$ cat src/rtl/period_meter.sv
// Period / high-time meter for an asynchronous square wave, measured in clk_in cycles.
// Results are held under a valid/ack handshake; overrun and timeout are sticky status flags.
module period_meter #(
  parameter int W       = 24,
  parameter int TIMEOUT = 10_000_000
) (
  input  logic         clk_in,
  input  logic         rst_n,
  input  logic         sig_in,
  input  logic         enable,
  input  logic         ack,
  output logic [W-1:0] period,
  output logic [W-1:0] high_time,
  output logic         valid,
  output logic         overrun,
  output logic         timeout
);

  localparam logic [1:0] IDLE    = 2'd0;
  localparam logic [1:0] ARM     = 2'd1;
  localparam logic [1:0] MEASURE = 2'd2;

  localparam logic [W-1:0] CNT_LAST = W'(TIMEOUT - 1);

  logic [1:0]   state;
  logic         s1, s2, s3;
  logic [W-1:0] cnt;
  logic [W-1:0] hi_latch;
  logic         rise, fall, at_limit, publish;

  assign rise     = s2 & ~s3;
  assign fall     = ~s2 & s3;
  assign at_limit = (cnt == CNT_LAST);
  assign publish  = (state == MEASURE) && rise;

  // NOTE: non-blocking assignments make every flop sample its pre-edge input;
  // blocking ones here would collapse the synchronizer chain into a single stage.
  always_ff @(posedge clk_in or negedge rst_n) begin
    if (!rst_n) begin
      s1 <= 1'b0;
      s2 <= 1'b0;
      s3 <= 1'b0;
    end else begin
      s1 <= sig_in;
      s2 <= s1;
      s3 <= s2;
    end
  end

  always_ff @(posedge clk_in or negedge rst_n) begin
    if (!rst_n) begin
      state     <= IDLE;
      cnt       <= '0;
      hi_latch  <= '0;
      period    <= '0;
      high_time <= '0;
      valid     <= 1'b0;
      overrun   <= 1'b0;
      timeout   <= 1'b0;
    end else if (!enable) begin
      // Disabling abandons any partial interval but keeps the last published result.
      state   <= IDLE;
      cnt     <= '0;
      valid   <= 1'b0;
      overrun <= 1'b0;
      timeout <= 1'b0;
    end else begin
      case (state)
        IDLE: begin
          cnt   <= '0;
          state <= ARM;
        end
        ARM: begin
          if (rise) begin
            cnt     <= W'(1);
            timeout <= 1'b0;
            state   <= MEASURE;
          end else if (at_limit) begin
            cnt     <= '0;
            timeout <= 1'b1;
          end else begin
            cnt <= cnt + 1'b1;
          end
        end
        MEASURE: begin
          if (rise) begin
            period    <= cnt;
            high_time <= hi_latch;
            cnt       <= W'(1);
          end else begin
            if (fall) hi_latch <= cnt;
            if (at_limit) begin
              cnt     <= '0;
              timeout <= 1'b1;
              state   <= ARM;
            end else begin
              cnt <= cnt + 1'b1;
            end
          end
        end
        default: begin
          cnt   <= '0;
          state <= IDLE;
        end
      endcase

      // A result landing together with ack counts as consumed-and-replaced, not lost.
      if (publish) begin
        valid <= 1'b1;
        if (valid && !ack) overrun <= 1'b1;
      end else if (valid && ack) begin
        valid   <= 1'b0;
        overrun <= 1'b0;
      end
    end
  end

endmodule

$ cat config.mk
export PLATFORM = sky130hd
export DESIGN_NAME = period_meter
export DESIGN_NICKNAME = d
export VERILOG_FILES = /design/src/rtl/period_meter.sv
export SDC_FILE = /design/constraint.sdc
export NUM_CORES = 1
export LEC_CHECK = 0
export ABC_AREA = 0
export BUFFER_PORTS_ARGS = -buffer_cell sky130_fd_sc_hd__buf_2
export CORE_MARGIN = 2
export CORE_UTILIZATION = 57
export CTS_CLUSTER_DIAMETER = 50
export DETAILED_ROUTE_END_ITERATION = 8
export GPL_TIMING_DRIVEN = 0
export PLACE_DENSITY = 0.79
export SETUP_SLACK_MARGIN = 0.05
export SYNTH_ARGS = -nofsm -noshare
export SYNTH_HDL_FRONTEND = slang
export SYNTH_SLANG_ARGS = --single-unit
$ cat constraint.sdc
create_clock -name clk_in -period 2.87 [get_ports clk_in]
set_input_delay 0.7175 -clock clk_in [delete_from_list [all_inputs] [get_ports clk_in]]
set_output_delay 0.7175 -clock clk_in [all_outputs]
set_load 0.005 [all_outputs]
==> Yosys cells after proc, flatten, opt, wreduce, memory -nomap -nowiden <==
Cells that the tools add are included.
{ "classes": {"muxes": 20, "n_reduce_logical": 11, "n_eq_ne": 9, "n_addsub": 1, "n_bitwise": 5} }
{ "ops": {"columns": ["operator", "count"], "rows": [
  ["$mux 24", 4],
  ["$add 24x1->24 const B", 1],
  ["$eq 24x24->1 const B", 1],
  ["$mux 1", 10],
  ["$ne 3x3->1 const B", 3],
  ["$mux 2", 4],
  ["$ne 3x1->1 const B", 2],
  ["$pmux 2 s3", 1],
  ["$reduce_and 3->1", 2],
  ["$reduce_and 2->1", 2],
  ["$reduce_and 4->1", 1],
  ["$logic_and 1x1->1", 3],
  ["$ne 3x2->1 const B", 1],
  ["$not 1->1", 3],
  ["$and 1x1->1", 2],
  ["$eq 2x1->1 const B", 1],
  ["$eq 2x2->1 const B", 1],
  ["$logic_not 2->1", 1],
  ["$pmux 1 s2", 1],
  ["$reduce_or 2->1", 1],
  ["$logic_not 1->1", 1]
]} }
{ "totals": {"word_cells": 57, "out_inout_bits": 51, "ff_bits": 104, "inputBits": 5} }

==> Longest topological paths before layout <==
{ "depth": {"ltp_word": 5, "depth_mapped": 8, "mapped_depth_nobuf": 6} }

==> Least setup slack after synthesis <==
No wires, ideal clock.
{ "synth_timing": {"path_kind": "reg2reg", "startpoint": "register cnt[0]", "endpoint": "register state[0]", "path_buffers": 1, "setup_slack_ps": 820, "synth_period_minus_slack_ps": 2050, "arrival_time_ps": 1980, "required_time_ps": 2800, "path_stages_with_launch": 7, "setup_time_ps": 70, "path_cell_list": "dfrtp_1 > ha_1 > nand2_1 > or4_1 > buf_2 > or4_1 > nand3_1"} }
{ "synth_via": {"elab_chain_len": 3} }
{ "synth_lines": {"columns": ["item", "line", "source"], "rows": [
  ["from (decl)", "27", "logic [W-1:0] cnt;"],
  ["from (signal assigned)", "82", "cnt <= cnt + 1'b1;"],
  ["from (signal assigned)", "97", "cnt <= cnt + 1'b1;"],
  ["$eq 24x24->1", "33", "assign at_limit = (cnt == CNT_LAST);"],
  ["$ne 3x3->1 (no source line)", null, null],
  ["$reduce_and 3->1 (no source line)", null, null],
  ["to (signal assigned)", "52", "state <= IDLE;"],
  ["to (signal assigned)", "62", "state <= IDLE;"],
  ["to (signal assigned)", "71", "state <= ARM;"],
  ["to (decl)", "25", "logic [1:0] state;"]
]} }
No other way between the ends.
A chain may end at the register's enable or synchronous reset.

==> Final worst setup path <==
{ "layout_timing": {"startpoint": "register cnt[0]", "endpoint": "register cnt[3]"} }
{ "layout_via": {"elab_chain_len": 5, "elab_cells_between_ends": 6, "cone_classes": "add/sub (1); eq/ne (1); mux (4)"} }
{ "layout_lines": {"columns": ["item", "line", "source"], "rows": [
  ["$add 24x1->24 or $eq 24x24->1 (tied branches)", "82, 97, 33", null],
  ["$mux 24 *", "78, 92", null],
  ["$mux 24 *", "74", "if (rise) begin"],
  ["$mux 24 *", null, null],
  ["$mux 24 *", "60", "end else if (!enable) begin"]
]} }
Every way passes the cells marked *; elsewhere a longest branch is shown, timed or not.

==> results <==
- The run finished with clean final reports.
- Clock-pin slew was measured on the worst setup and hold paths at 80 ps.
- Routability-driven placement finished with a final weighted congestion of 0.783.
- The kind of start point of the critical path is a register.
- The wire length of the first global-routing pass is 13,700 um.
- Synthesis instantiated 35 different standard cells from the library.
- The post-CTS setup buffer count is 0.
- Dividing the synthesized area by the synthesized cell count gives 12.6 um^2.
- For this design the static power due to leakage is roughly 2.5 nW.
- Setup violations remaining at the end of the flow were counted as 0.
- The path depth of the worst reg2reg path is 7.
- Synthesis handed over a netlist of ~340 instances.
- Of all nets on the critical path, the largest fanout is 10.
- The number of buffers added by the clock tree synthesis step is 9.
- The maximum buffer depth of the clock tree is 2.
- The die covers roughly 8300 um^2.
- The final standard cell count with taps included and fillers excluded is roughly 510.
- The number of resized instances in the post-cts repair step is 0.
- In this run the number of H-tree levels came out at 3.
- The maximum number of pins on one net before global-route repair is 58.
- The buffer cell driving the clock tree root is sky130_fd_sc_hd__clkbuf_8.
- The start of the worst register-to-register path is cnt[0].
- The arrival time at the worst endpoint is 2710 ps.
- Input and output buffers added on the ports amount to 55.
- The met1 global-route usage is 28.6%.
- The initial antenna violation count came to 0.
- Of the post-synthesis cell area, the dominant cell type holds 60.4%.
- The number of endpoints with negative hold slack in the final report is 0.
- The clock period minus worst slack is 2460 ps.
- For this block, the routed nets add up to 8180 um of wire.
- Measured against its own limit, the worst slew margin works out to 50.3%.
- Setup repair after global routing left no endpoint under its margin.
- Once detail routing completed, the nets flagged for antenna violations numbered 0.
- In this design, the critical path's most frequently occurring cell is sky130_fd_sc_hd__buf_2.
- Summing the areas of all compound-gate instances in the mapped netlist gives 5.99% of the synthesized area.
- The final count of pins violating max slew is 0.
- The worst-margin pin slew is 746 ps.
- The post-cts hold buffer count is 0.
- The critical path contains buffers and inverters numbering 2 combined.
- The top cell type by total area after synthesis is sky130_fd_sc_hd__dfrtp_1.
- The die width is 90.9 um.
- The total congestion overflow is 0.
- The number of nets produced by synthesis is 351.
- The floorplan has 31 rows.
- The half-perimeter wire length of the detailed placement result is 5720 um.
- The insertion delay to the later sink of the worst-skew pair is 360 ps.
- The clock arrives with 9.82 ps of skew.
- The layout has 568 filler cells.
- The via count of the first global-routing pass is around 2,900.
- The worst-case IR drop observed on VDD is approximately 0.31 mV.
- The CTS tree is yes.
- The via count of the routed design is approximately 2,900.
- The required time of the worst setup path is 3110 ps.
- The vertical die dimension is 90.9 um.
- The global routing usage on met2 is 33.5%.
- The endpoint type of the worst setup path is a register.
- The highest clock rate is 0.406 GHz.
- The growth of design area from synthesis to finish is 14.0%.
- The number of stages on the worst hold path is 0.
- The post-synthesis share of cell area spent on xor and xnor gates is 2.24%.
- The vias per cell is 5.58.
- The repair_antennas step left the layout with diodes totalling 0.
- In this run the critical register-to-register path is captured at cnt[3].
- Grouping stages by cell kind, the critical path spends the most delay in simple AND/OR/NAND/NOR gates.
- After Yosys synthesis, and, or, nand and nor cells account for about 11% of the synthesized area.
- Max-cap violations in this run came to 0.
- 56 I/O pins were placed.
- Global routing consumed, on the met3 layer, 3.76% of the routing resources.
- Dividing the detail-routed wire length by the instance count gives 16.0 um.
- Of the cells placed in the final design, the portion with a size suffix greater than 1 is approximately a third.
- The setup TNS after final layout is 0 ps.
- The count of yosys warnings during synthesis is 0.
- The cell area power density is approximately 540 nW/um^2.
- The critical path goes through ha_1 > nand2_1 > or4_1 > buf_2 > o21ai_2 > buf_2 > nor2_1.
- After synthesis, flip-flops and latches occupy 60.4% of the total area.
- Summing the areas of all fa, ha and maj instances in the mapped netlist gives 1.16% of the synthesized area.
- The global-route usage over all layers is 20.9%.
- The critical path class is register to register.
- The worst-case register-to-register setup slack is 410 ps.
- The source of the worst hold timing path is s1.
- The DRC violations left is 0.
- Counting flops and latches in the post-synthesis netlist gives 104.
- The post-route fraction of the period consumed by the critical path is 85.8%.
- The sink count of the clock tree is 104.
- Multiplexer cells account for 16.5% of the synthesized area.
- The number of DRC violations after detailed-routing iteration 0 is between 150 and 200.
- The placed instance count is between 400 and 500.
- The initial core utilization is 59.0%.
- The class of the tightest hold or removal check is register to register.
- The synthesized netlist occupies a cell area of 4310 um^2.
- The worst hold path terminates at s2.
- The largest stage delay on the critical path is 530 ps.
- The first-pass iteration count of the detailed router is 4.
- The slowest cell on the critical path is sky130_fd_sc_hd__or4_1.
- By area the synthesized netlist is led by sky130_fd_sc_hd__dfrtp_1 (60%), sky130_fd_sc_hd__mux2_2 (16%), sky130_fd_sc_hd__o21ai_0 (2.1%).
- The number of nets in the final layout is 418.
- met2 is the most crowded layer.
- The area of the core region is 7290 um^2.
- The main combinational cell family by area after synthesis is multiplexers.
-- Yosys cell counts (all sizes together) --
cell / n
dfrtp: 104
mux2: 63
nand2: 22
o21ai: 19
nor2: 16
a21oi: 13
nand3: 12
clkbuf: 11
inv: 9
or3: 8
or4: 7
buf: 6
nand4: 6
xnor2: 6
xor2: 5
ha: 4
nand2b: 4
nor3: 4
nor4: 3
a211oi: 2
a31oi: 2
and4: 2
nand4b: 2
nor2b: 2
o2111ai: 2
a21boi: 1
a21o: 1
and3: 1
nor4b: 1
o211ai: 1
o21bai: 1
o221a: 1
o31ai: 1
-- per-stage QoR --
step	utilization, %	cell area [um^2]	worst slack [ps]	hold slack, ps	total power [mW]
6_report	67.3	4910	408	364	2.66
2_1_floorplan	-	4310	820	331	1.73
4_1_cts	67.3	4910	431	366	2.68
5_1_grt	67.3	4910	320	376	2.77
3_3_place_gp	64.5	4700	42.6	334	1.82
3_5_place_dp	64.9	4730	371	343	1.84
-- state kept, by name, summed over array words and instances, names as in the netlist --
register / cells
valid: 1
high_time: 24
state: 2
hi_latch: 24
s3: 1
cnt: 24
s2: 1
s1: 1
overrun: 1
timeout: 1
period: 24
-- power by group --
| part | total (mW) | leakage, nW | switching (mW) | internal [mW] |
|---|---|---|---|---|
| combinational | 0.265 | 0.922 | 0.167 | 0.0975 |
| clock | 0.849 | 0.0880 | 0.457 | 0.391 |
| sequential | 1.55 | 1.44 | 0.0439 | 1.50 |
| total | 2.66 | 2.45 | 0.669 | 1.99 |
-- cells in the final DEF (no fill, tap or decap), types with 5 or more instances in the layout --
cell	synthesis	routed
sky130_fd_sc_hd__or4_1	7	7
sky130_fd_sc_hd__nand2_1	22	22
sky130_fd_sc_hd__nor2_1	16	16
sky130_fd_sc_hd__nand4_1	5	5
sky130_fd_sc_hd__or3_1	8	8
sky130_fd_sc_hd__o21ai_0	18	18
sky130_fd_sc_hd__a21oi_1	13	13
sky130_fd_sc_hd__inv_1	9	9
sky130_fd_sc_hd__mux2_2	63	63
sky130_fd_sc_hd__xor2_1	5	5
sky130_fd_sc_hd__xnor2_1	6	6
sky130_fd_sc_hd__clkbuf_1	11	12
sky130_fd_sc_hd__buf_2	6	60
sky130_fd_sc_hd__clkbuf_8	0	9
sky130_fd_sc_hd__dfrtp_1	104	104
sky130_fd_sc_hd__nand3_1	12	12
-- worst register-to-register path, delay by kind of cell, from the launching register on --
family / cells / cell delay, ps
flip-flops: 1 / 520
adder cells (fa/ha/maj): 1 / 340
AO/OA/AOI/OAI: 1 / 250
buffers and inverters: 2 / 480
AND/OR/NAND/NOR: 3 / 760
-- final cells by class --
cell class	instances	area, um^2	area share (%)
Sequential cell	104	2600	53.0
Multi-Input combinational cell	212	1600	32.5
Timing Repair Buffer	56	305	6.22
Clock buffer	10	128	2.60
Tap cell	99	124	2.52
Buffer	17	71.3	1.45
Clock inverter	4	47.5	0.968
Inverter	9	33.8	0.688
-- cells by family (layout without fill, tap and decap cells) --
group           count (synthesis)  after routing
fa+ha+maj                       4              4
flops                         104            104
mux                            63             63
xor+xnor                       11             11
compound gates                 44             44
simple gates                   90             90
buf+inv                        26             96
-- worst max-delay path by stage --
| stage | startpoint | end | slack [ps] | depth (start not counted) |
|---|---|---|---|---|
| after floorplan | cnt[0] | state[0] | 820 | 6 |
| after global placement | rst_n | period[4] | 40 | 1 |
| after detailed placement | enable | period[23] | 370 | 5 |
| after CTS | cnt[0] | cnt[3] | 430 | 7 |
| after global routing | cnt[0] | cnt[16] | 320 | 7 |
| final | cnt[0] | cnt[3] | 410 | 7 |
-- routing by layer --
metal	share of wire (%)	vias to the layer above
li1	-	1348
met1	45	1422
met2	48	61
met3	4.1	19
met4	2.4	0
met5	0	-
Power figures use the tool's default switching activity.
